<file path="config.mk">
export PLATFORM = sky130hd
export DESIGN_NAME = cp0_exc_ctrl
export DESIGN_NICKNAME = d
export VERILOG_FILES = /design/src/rtl/cp0_exc_ctrl.sv
export SDC_FILE = /design/constraint.sdc
export NUM_CORES = 1
export LEC_CHECK = 0
export BUFFER_PORTS_ARGS = -buffer_cell sky130_fd_sc_hd__buf_2
export CORE_UTILIZATION = 33
export DETAILED_ROUTE_END_ITERATION = 16
export GPL_TIMING_DRIVEN = 0
export PLACE_DENSITY_LB_ADDON = 0.3
export SETUP_SLACK_MARGIN = 0.2
export SLEW_MARGIN = 30
export SYNTH_ARGS = -nofsm -noshare
export SYNTH_HDL_FRONTEND = slang
export SYNTH_SLANG_ARGS = --single-unit
export TNS_END_PERCENT = 50
</file>
<file path="constraint.sdc">
create_clock -name clk -period 2.2 [get_ports clk]
set_input_delay 0.33 -clock clk [delete_from_list [all_inputs] [get_ports clk]]
set_output_delay 0.33 -clock clk [all_outputs]
set_load 0.01 [all_outputs]
</file>
<file path="src/rtl/cp0_exc_ctrl.sv">
// Coprocessor-0 exception/interrupt controller (SR, Cause, EPC, PRId) beside the M stage.
// Optional BadVAddr register (addr 8) and bad_addr input are enabled by defining CP0_BADVADDR_EN.
module cp0_exc_ctrl #(
    parameter logic [31:0] PRID_VAL   = 32'h2023_0007,
    parameter logic [31:0] HANDLER_PC = 32'h0000_4180
) (
    input  logic        clk,
    input  logic        reset,
    input  logic        we,
    input  logic [4:0]  cp0_addr,
    input  logic [31:0] cp0_wdata,
    output logic [31:0] cp0_rdata,
    input  logic [31:0] vpc,
    input  logic        bd_in,
    input  logic [4:0]  exc_code_in,
    input  logic        eret_m,
    input  logic [5:0]  hw_int,
`ifdef CP0_BADVADDR_EN
    input  logic [31:0] bad_addr,
`endif
    output logic        req,
    output logic [31:0] epc_out,
    output logic [31:0] handler_pc
);

    localparam logic [4:0] ADDR_BADVADDR = 5'd8;
    localparam logic [4:0] ADDR_SR       = 5'd12;
    localparam logic [4:0] ADDR_CAUSE    = 5'd13;
    localparam logic [4:0] ADDR_EPC      = 5'd14;
    localparam logic [4:0] ADDR_PRID     = 5'd15;

    logic [5:0]  sr_im;
    logic        sr_exl;
    logic        sr_ie;
    logic        cause_bd;
    logic [5:0]  cause_ip;
    logic [4:0]  cause_exc;
    logic [31:2] epc;

    logic        int_pend;
    logic        exc_pend;
    logic [31:0] epc_next;
    logic [31:0] sr_word;
    logic [31:0] cause_word;
    logic        unused_bits;

    assign int_pend = (|(hw_int & sr_im)) & sr_ie & ~sr_exl;
    assign exc_pend = (exc_code_in != 5'd0) & ~sr_exl;
    assign req      = (int_pend | exc_pend) & ~reset;

    // A delay-slot victim resumes at its branch, one word earlier.
    assign epc_next = bd_in ? (vpc - 32'd4) : vpc;

    assign sr_word    = {16'b0, sr_im, 8'b0, sr_exl, sr_ie};
    assign cause_word = {cause_bd, 15'b0, cause_ip, 3'b0, cause_exc, 2'b0};
    assign epc_out    = {epc, 2'b00};
    assign handler_pc = HANDLER_PC;

    // Word alignment drops the low address bits on every EPC load.
    assign unused_bits = ^{cp0_wdata[1:0], epc_next[1:0]};

    always_ff @(posedge clk) begin
        if (reset) begin
            sr_im     <= '0;
            sr_exl    <= 1'b0;
            sr_ie     <= 1'b0;
            cause_bd  <= 1'b0;
            cause_ip  <= '0;
            cause_exc <= '0;
            epc       <= '0;
        end else begin
            cause_ip <= hw_int;
            if (req) begin
                // The M instruction is the victim: its own mtc0/eret is discarded.
                sr_exl    <= 1'b1;
                cause_exc <= int_pend ? 5'd0 : exc_code_in;
                cause_bd  <= bd_in;
                epc       <= epc_next[31:2];
            end else begin
                if (we && cp0_addr == ADDR_SR) begin
                    sr_im  <= cp0_wdata[15:10];
                    sr_exl <= cp0_wdata[1];
                    sr_ie  <= cp0_wdata[0];
                end
                if (we && cp0_addr == ADDR_EPC)
                    epc <= cp0_wdata[31:2];
                // NOTE: placed after the mtc0 write so eret's EXL clear wins on the same edge.
                if (eret_m)
                    sr_exl <= 1'b0;
            end
        end
    end

`ifdef CP0_BADVADDR_EN
    logic [31:0] badvaddr;

    always_ff @(posedge clk) begin
        if (reset)
            badvaddr <= '0;
        else if (req && !int_pend && (exc_code_in == 5'd4 || exc_code_in == 5'd5))
            badvaddr <= bad_addr;
    end
`endif

    always_comb begin
        cp0_rdata = '0;
        case (cp0_addr)
`ifdef CP0_BADVADDR_EN
            ADDR_BADVADDR: cp0_rdata = badvaddr;
`else
            ADDR_BADVADDR: cp0_rdata = '0;
`endif
            ADDR_SR:       cp0_rdata = sr_word;
            ADDR_CAUSE:    cp0_rdata = cause_word;
            ADDR_EPC:      cp0_rdata = {epc, 2'b00};
            ADDR_PRID:     cp0_rdata = PRID_VAL;
            default:       cp0_rdata = '0;
        endcase
    end

endmodule

</file>
==> results of run 1 <==
cells in the mapped netlist, types with 3 or more instances:
library cell,count
nand3_1,15
nor4_1,4
nand4_1,6
a311oi_1,20
nor3_1,5
mux2i_1,13
a21oi_1,17
inv_1,4
and3b_1,3
o31ai_1,11
or4_1,9
clkbuf_1,38
xor2_1,6
nor2_1,31
nor2b_1,8
nand2_1,12
xnor2_1,5
buf_4,34
a2111oi_0,29
nand2b_1,15
a211oi_1,11
and3_1,43
or2_2,4
dfxtp_1,50
a22oi_1,8
or3_1,9
o21ai_0,9
worst max-delay path, cell delays in order:
cell       delay, ps
buf_2            110
or4_4            540
o21a_4           230
buf_4            150
clkbuf_1         250
a2111oi_1        550
a311oi_2         100
metal layers:
metal | part of all wire [%] | wire (um)
met1 | 44 | 5692
met3 | 5.7 | 724
met4 | 2.7 | 345
met2 | 47 | 6052
met5 | 0 | 0
flip-flops by register name, indices dropped and copies added (netlist names):
name / count
sr_ie: 1
epc: 30
sr_exl: 1
cause_bd: 1
sr_im: 6
cause_ip: 6
cause_exc: 5
final cells by class:
| cell class | instances | area [um^2] |
|---|---|---|
| fillers | 1093 | 5450 |
| multi-input cells | 348 | 2344 |
| plain buffers | 73 | 467.9 |
| repair buffers | 157 | 818.3 |
| flip-flops and latches | 50 | 1001 |
| diodes | 2 | 5.005 |
| clock inverters | 2 | 16.27 |
| well taps | 136 | 170.2 |
| clock buffers | 6 | 82.58 |
| inverters | 4 | 15.01 |
logic make-up (layout without fill, tap and decap cells):
kind of cell,count (synthesis),in the layout,share of synthesized area [%]
muxes,13,13,3.684
other,2,36,0.2126
xor gates and xnor gates,11,11,2.728
and+or+nand+nor,178,178,29.33
DFF,50,50,28.34
AOI/OAI and AO/OA,111,111,23.56
buffers and inverters,77,242,11.80
adders and majority gates,1,1,0.3542
final timing paths:
path,endpoint,slack (ps),depth (start not counted)
worst max-delay path,epc[24],100,7
worst min-delay path,cause_ip[0],240,2
worst max register to register,epc[24],280,6
worst min register to register,cause_exc[1],470,2
what timing repair did:
action | 4_1_cts | 5_1_grt
setup buffers | 7 | 6
gates cloned | 0 | 1
resized for setup | 27 | 51
hold buffers | 0 | 0
pin swaps | 5 | 2
endpoints found under the setup margin | 61 | 48
report_power, final:
group	internal [mW]	total [mW]	switching, mW
sequential	0.974	1.03	0.0574
clock	0.260	0.607	0.347
combinational	0.272	0.607	0.335
==> metrics.md, run 1 <==
| Metric | Value |
|---|---|
| Warnings from Yosys | 0 |
| Crit path launch | exc_code_in[0] |
| Leak Pwr | 2.255 nW |
| Initial antenna violation count | 2 |
| Met1 Track Usage GR | 28.96% |
| Layout cell share with drive strength beyond 1 | 38.44% |
| Placed Area | 4542 um^2 |
| Worst min-delay path startpoint | hw_int[0] |
| Die Ht | 105.5 um |
| Distinct cells, synth | 46 |
| Cell area after layout | 4920 um^2 |
| Critical path required time | 2370 ps |
| Die W | 105.5 um |
| Placed cell count | 754 |
| Synthesized area per cell | 7.973 um^2 |
| CTS tree | yes |
| Synthesized area | 3532 um^2 |
| Sequential area share after synthesis | 28.34% |
| Final Total Pwr | 2.245 mW |
| EDFF count, synth | 0 |
| Final #Nets | 725 |
| GRT Residual Overflow | 0 |
| Peak fanout along the critical path | 10 |
| Worst Skew | 6.564 ps |
| Non-Filler Instances | 778 |
| Vias in the first global route | 3789 |
| Met2 Usage GRT | 36.47% |
| First-pass GRT wire length | 19.34 mm |
| Die ar. | 11120 um^2 |
| Final setup fails | 0 |
| Max Cap Viol | 0 |
| Critical path type | primary input to register |
| DRC Markers | 0 |
| R2R Path Start | sr_exl |
| Routed via count | 4147 |
| Synth Flop Type | dfxtp_1 |
| Initial core utilization | 34.06% |
| GP Congestion | 0.8649 |
| Async SR Flop Fraction | 0% |
| WL/cell | 16.47 um |
| Hold Path Class | primary input to register |
| Top cells by area, synth | dfxtp_1 (28%), and3_1 (7.6%), buf_4 (7.2%), a2111oi_0 (7.2%), a311oi_1 (5.0%) |
| Hold WS | 239.4 ps |
| Setup_tns | 0 ps |
| Busiest layer in global routing | met2 |
| Setup crit start kind | primary input |
| Root Buffer | clkbuf_8 |
| Pwr dens | 456.3 nW/um^2 |
| DRT Wirelength | 12.81 mm |
| DP HPWL | 10.01 mm |
| Via/cell ratio | 5.330 |
| Slew @ Worst Pin | 567.3 ps |
| Commonest non-fill, non-tap cell in the layout | buf_2 |
| Status | finished clean |
| Final worst-path cycle share | 95.55% |
| Gr usage total | 22.10% |
| Pin count of the biggest net entering global routing | 17 |
| Yosys reg bits | 50 |
| Commonest cells after routing, fill and taps aside | buf_2 (145), dfxtp_1 (50), buf_4 (48), and3_1 (43), conb_1 (34) |
| Antenna-violating nets left | 0 |
| Grt met3 use | 2.536% |
| I/O pins | 182 |
| RSZ-0062 raised after global routing | true |
| Final hold vios | 0 |
| Rel. slew slack | 62.18% |
| # rows | 37 |
| DR pass1 iterations | 5 |
| Post-synthesis to final-layout area growth | 39.28% |
| Synth area leader | dfxtp_1 |
| Worst slack at placement | -440.0 ps |
| Clock Path Buffers | 2 |
| Clk sinks | 50 |
| CP endpoint kind | register |
| Slew Viols, Final | 0 |
| Worst-path clk slew | 100 ps |
| # H-tree levels | 2 |
| Worst VDD drop | 0.0002773 V |
| Final Worst Setup Slack | 97.87 ps |
| CTS buffer count | 5 |
| Fmax | 475.7 MHz |
| Yosys top cell area share | 28.34% |
| Crit path time final | 2102 ps |
| IO buf count | 143 |
| Worst skew pair latency | 320 ps |
| Initial DRC count | 294 |
| Syn Inst Count | 443 |
| Critical path data arrival time | 2270 ps |
| Area of the core | 10370 um^2 |
| Post-Route Utilization | 47.44% |
No activity file was read; power rests on OpenSTA's default activity.
==> run 2, diff against run 1 <==
--- a/config.mk
+++ b/config.mk
@@ -6,7 +6,8 @@
 export NUM_CORES = 1
 export LEC_CHECK = 0
 export BUFFER_PORTS_ARGS = -buffer_cell sky130_fd_sc_hd__buf_2
-export CORE_UTILIZATION = 33
+export CORE_UTILIZATION = 42
+export CTS_BUF_LIST = sky130_fd_sc_hd__clkbuf_4 sky130_fd_sc_hd__clkbuf_8 sky130_fd_sc_hd__clkbuf_16
 export DETAILED_ROUTE_END_ITERATION = 16
 export GPL_TIMING_DRIVEN = 0
 export PLACE_DENSITY_LB_ADDON = 0.3
==> metrics.md, run 2 (synthesis results as in run 1) <==
| Metric | Value |
|---|---|
| Initial DRC count | 263 (was 294) |
| Commonest non-fill, non-tap cell in the layout | buf_2 (unchanged) |
| Grt met3 use | 3.398% (was 2.536%) |
| Clk pwr share | 25.4% (was 27.1%) |
| Placed Area | 4503 um^2 (was 4542 um^2) |
| DRT Wirelength | 11.99 mm (was 12.81 mm) |
| Layout cell share with drive strength beyond 1 | 37.99% (was 38.44%) |
| Final #Nets | 722 (was 725) |
| Largest regs | epc x30, cause_ip x6, sr_im x6 (unchanged) |
| Slew @ Worst Pin | 577.8 ps (was 567.3 ps) |
| R2r setup slk | 340 ps (was 280 ps) |
| CP endpoint kind | output pin (was register) |
| Area of the core | 8175 um^2 (was 10370 um^2) |
| First-pass GRT wire length | 18.48 mm (was 19.34 mm) |
| GP Congestion | 0.9369 (was 0.8649) |
| Critical path data arrival time | 1700 ps (was 2270 ps) |
| Critical path required time | 1870 ps (was 2370 ps) |
| Sw Share | 32.84% (was 32.95%) |
| Critical path type | primary input to output pin (was primary input to register) |
| Setup crit start kind | primary input (unchanged) |
| IO buf count | 143 (unchanged) |
| Pwr dens | 451.1 nW/um^2 (was 456.3 nW/um^2) |
| Final setup fails | 0 (unchanged) |
| Worst Skew | 11.34 ps (was 6.564 ps) |
| DP HPWL | 9.400 mm (was 10.01 mm) |
| Final Total Pwr | 2.185 mW (was 2.245 mW) |
| DRC Markers | 0 (unchanged) |
| GRT Residual Overflow | 0 (unchanged) |
| Internal power | 1.467 mW (was 1.505 mW) |
| Final hold vios | 0 (unchanged) |
| Vias in the first global route | 3706 (was 3789) |
| Root Buffer | clkbuf_8 (unchanged) |
| # diodes | 0 (was 2) |
| Clk sinks | 50 (unchanged) |
| Rel. slew slack | 61.48% (was 62.18%) |
| Die ar. | 8781 um^2 (was 11120 um^2) |
| Reg2Reg Depth | 6 (unchanged) |
| Die W | 93.71 um (was 105.5 um) |
| Status | finished clean (unchanged) |
| P_sw | 0.7176 mW (was 0.7398 mW) |
| Leak Pwr | 2.232 nW (was 2.255 nW) |
| Cell area after layout | 4843 um^2 (was 4920 um^2) |
| WL/cell | 16.16 um (was 16.47 um) |
| Hold Crit Endpoint | cause_ip[1] (was cause_ip[0]) |
| # rows | 33 (was 37) |
| CTS buffer count | 5 (unchanged) |
| Max Cap Viol | 0 (unchanged) |
| Met1 Track Usage GR | 34.49% (was 28.96%) |
| I/O pins | 182 (unchanged) |
| Met2 Usage GRT | 45.19% (was 36.47%) |
| Logic gate share of total power | 27.6% (was 27.0%) |
| Gr usage total | 26.87% (was 22.10%) |
| R2R Path End | epc[20] (was epc[24]) |
| Worst min-delay path startpoint | hw_int[1] (was hw_int[0]) |
| Via/cell ratio | 5.608 (was 5.330) |
| Peak fanout along the critical path | 7 (was 10) |
| Hold Path Class | primary input to register (unchanged) |
| Commonest cells after routing, fill and taps aside | buf_2 (140), dfxtp_1 (48), buf_4 (47), and3_1 (43), conb_1 (34) (was buf_2 (145), dfxtp_1 (50), buf_4 (48), and3_1 (43), conb_1 (34)) |
| Crit path time final | 2028 ps (was 2102 ps) |
| Worst-path clk slew | 90 ps (was 100 ps) |
| WHS Path Cells | 2 (unchanged) |
| Post-synthesis to final-layout area growth | 37.12% (was 39.28%) |
| Initial antenna violation count | 0 (was 2) |
| Fmax | 493.1 MHz (was 475.7 MHz) |
| Busiest layer in global routing | met2 (unchanged) |
| Sequential share of power | 47.0% (was 45.9%) |
| Max FFs per register | 30 (unchanged) |
| Initial core utilization | 43.20% (was 34.06%) |
| # H-tree levels | 2 (unchanged) |
| Worst VDD drop | 0.0002561 V (was 0.0002773 V) |
| Slew Viols, Final | 0 (unchanged) |
| Routed via count | 4161 (was 4147) |
| DR pass1 iterations | 7 (was 5) |
| Die Ht | 93.71 um (was 105.5 um) |
| Biggest register | epc (unchanged) |
| Antenna-violating nets left | 0 (unchanged) |
| CTS tree | yes (unchanged) |
| R2R Path Start | sr_im[1] (was sr_exl) |
| Worst skew pair latency | 310 ps (was 320 ps) |
| Clock Path Buffers | 2 (unchanged) |
| Pin count of the biggest net entering global routing | 17 (unchanged) |
| Final worst-path cycle share | 92.19% (was 95.55%) |
| RSZ-0062 raised after global routing | true (unchanged) |
==> run 2: changes by cell type in the layout (fill, tap and decap cells not counted), moves of 2 or more <==
cell,delta
buf_2,-5
a2111oi_0,+13
a22oi_2,+2
a2111oi_1,-12
clkbuf_2,-2
clkbuf_1,+4
diode_2,-2
buf_6,+2
dfxtp_1,-2
a22oi_1,-2
dfxtp_2,+2
clkbuf_8,-3
==> run 2: worst max-delay path by stage <==
stage | start | endpoint | slack [ps] | depth (start not counted)
4_1_cts | exc_code_in[0] | req | 60 | 7
5_1_grt | exc_code_in[3] | req | 150 | 7
2_1_floorplan | vpc[26] | epc[31] | 60 | 4
6_report | exc_code_in[3] | req | 170 | 7
3_3_place_gp | cp0_addr[4] | cp0_rdata[8] | -390 | 7
3_5_place_dp | cp0_addr[4] | cp0_rdata[9] | -430 | 7
==> run 2: repair_timing <==
item | CTS | global route
setup buffers | 2 | 9
hold buffers | 0 | 0
gates resized for setup | 22 | 39
endpoints found under the hold margin | 0 | 0
setup endpoints to repair | 61 | 52
pin swaps | 3 | 6
==> run 2: critical path, cell delays in order <==
cell and delay [ps]:
buf_6 90, or4_4 560, o21a_4 280, buf_8 130, nor2_4 100, nor2_1 50
buf_2 150
==> run 2: cell type report <==
type                       count  area [um^2]
clock inverter                 3        21.27
tap                          105        131.4
fill                         794         3332
sequential                    50         1003
clock buffer                   5        68.82
multi-input combinational    348         2335
timing repair buffer         154        817.0
inverter                       4        15.01
buffer                        73        451.7
==> run 2: stage by stage <==
stage / hold WS, ps / utilization (%) / TNS [ps] / instances / setup WS [ps]
6_report: 248.0 / 59.24 / 0 / 742 / 171.8
3_5_place_dp: 462.4 / 55.08 / -11630 / 723 / -426.5
4_1_cts: 244.0 / 57.12 / 0 / 733 / 63.24
3_3_place_gp: 453.8 / 55.08 / -9269 / 723 / -387.4
5_1_grt: 237.9 / 59.24 / 0 / 742 / 150.9
2_1_floorplan: 443.3 / - / 0 / 475 / 63.51
==> run 2: metal layers <==
metal	wire, um	vias up
met5	0	-
met4	355	0
met3	861	24
met2	5752	203
met1	5019	1925
li1	-	2009
==> run 2: power groups by stage <==
stage               clock network (mW)  logic, mW  registers (mW)
floorplan                            0      0.301            1.05
global placement                     0      0.545            1.04
detailed placement                   0      0.553            1.05
CTS                              0.557      0.564            1.03
global route                     0.592      0.655            1.04
finish                           0.554      0.603            1.03
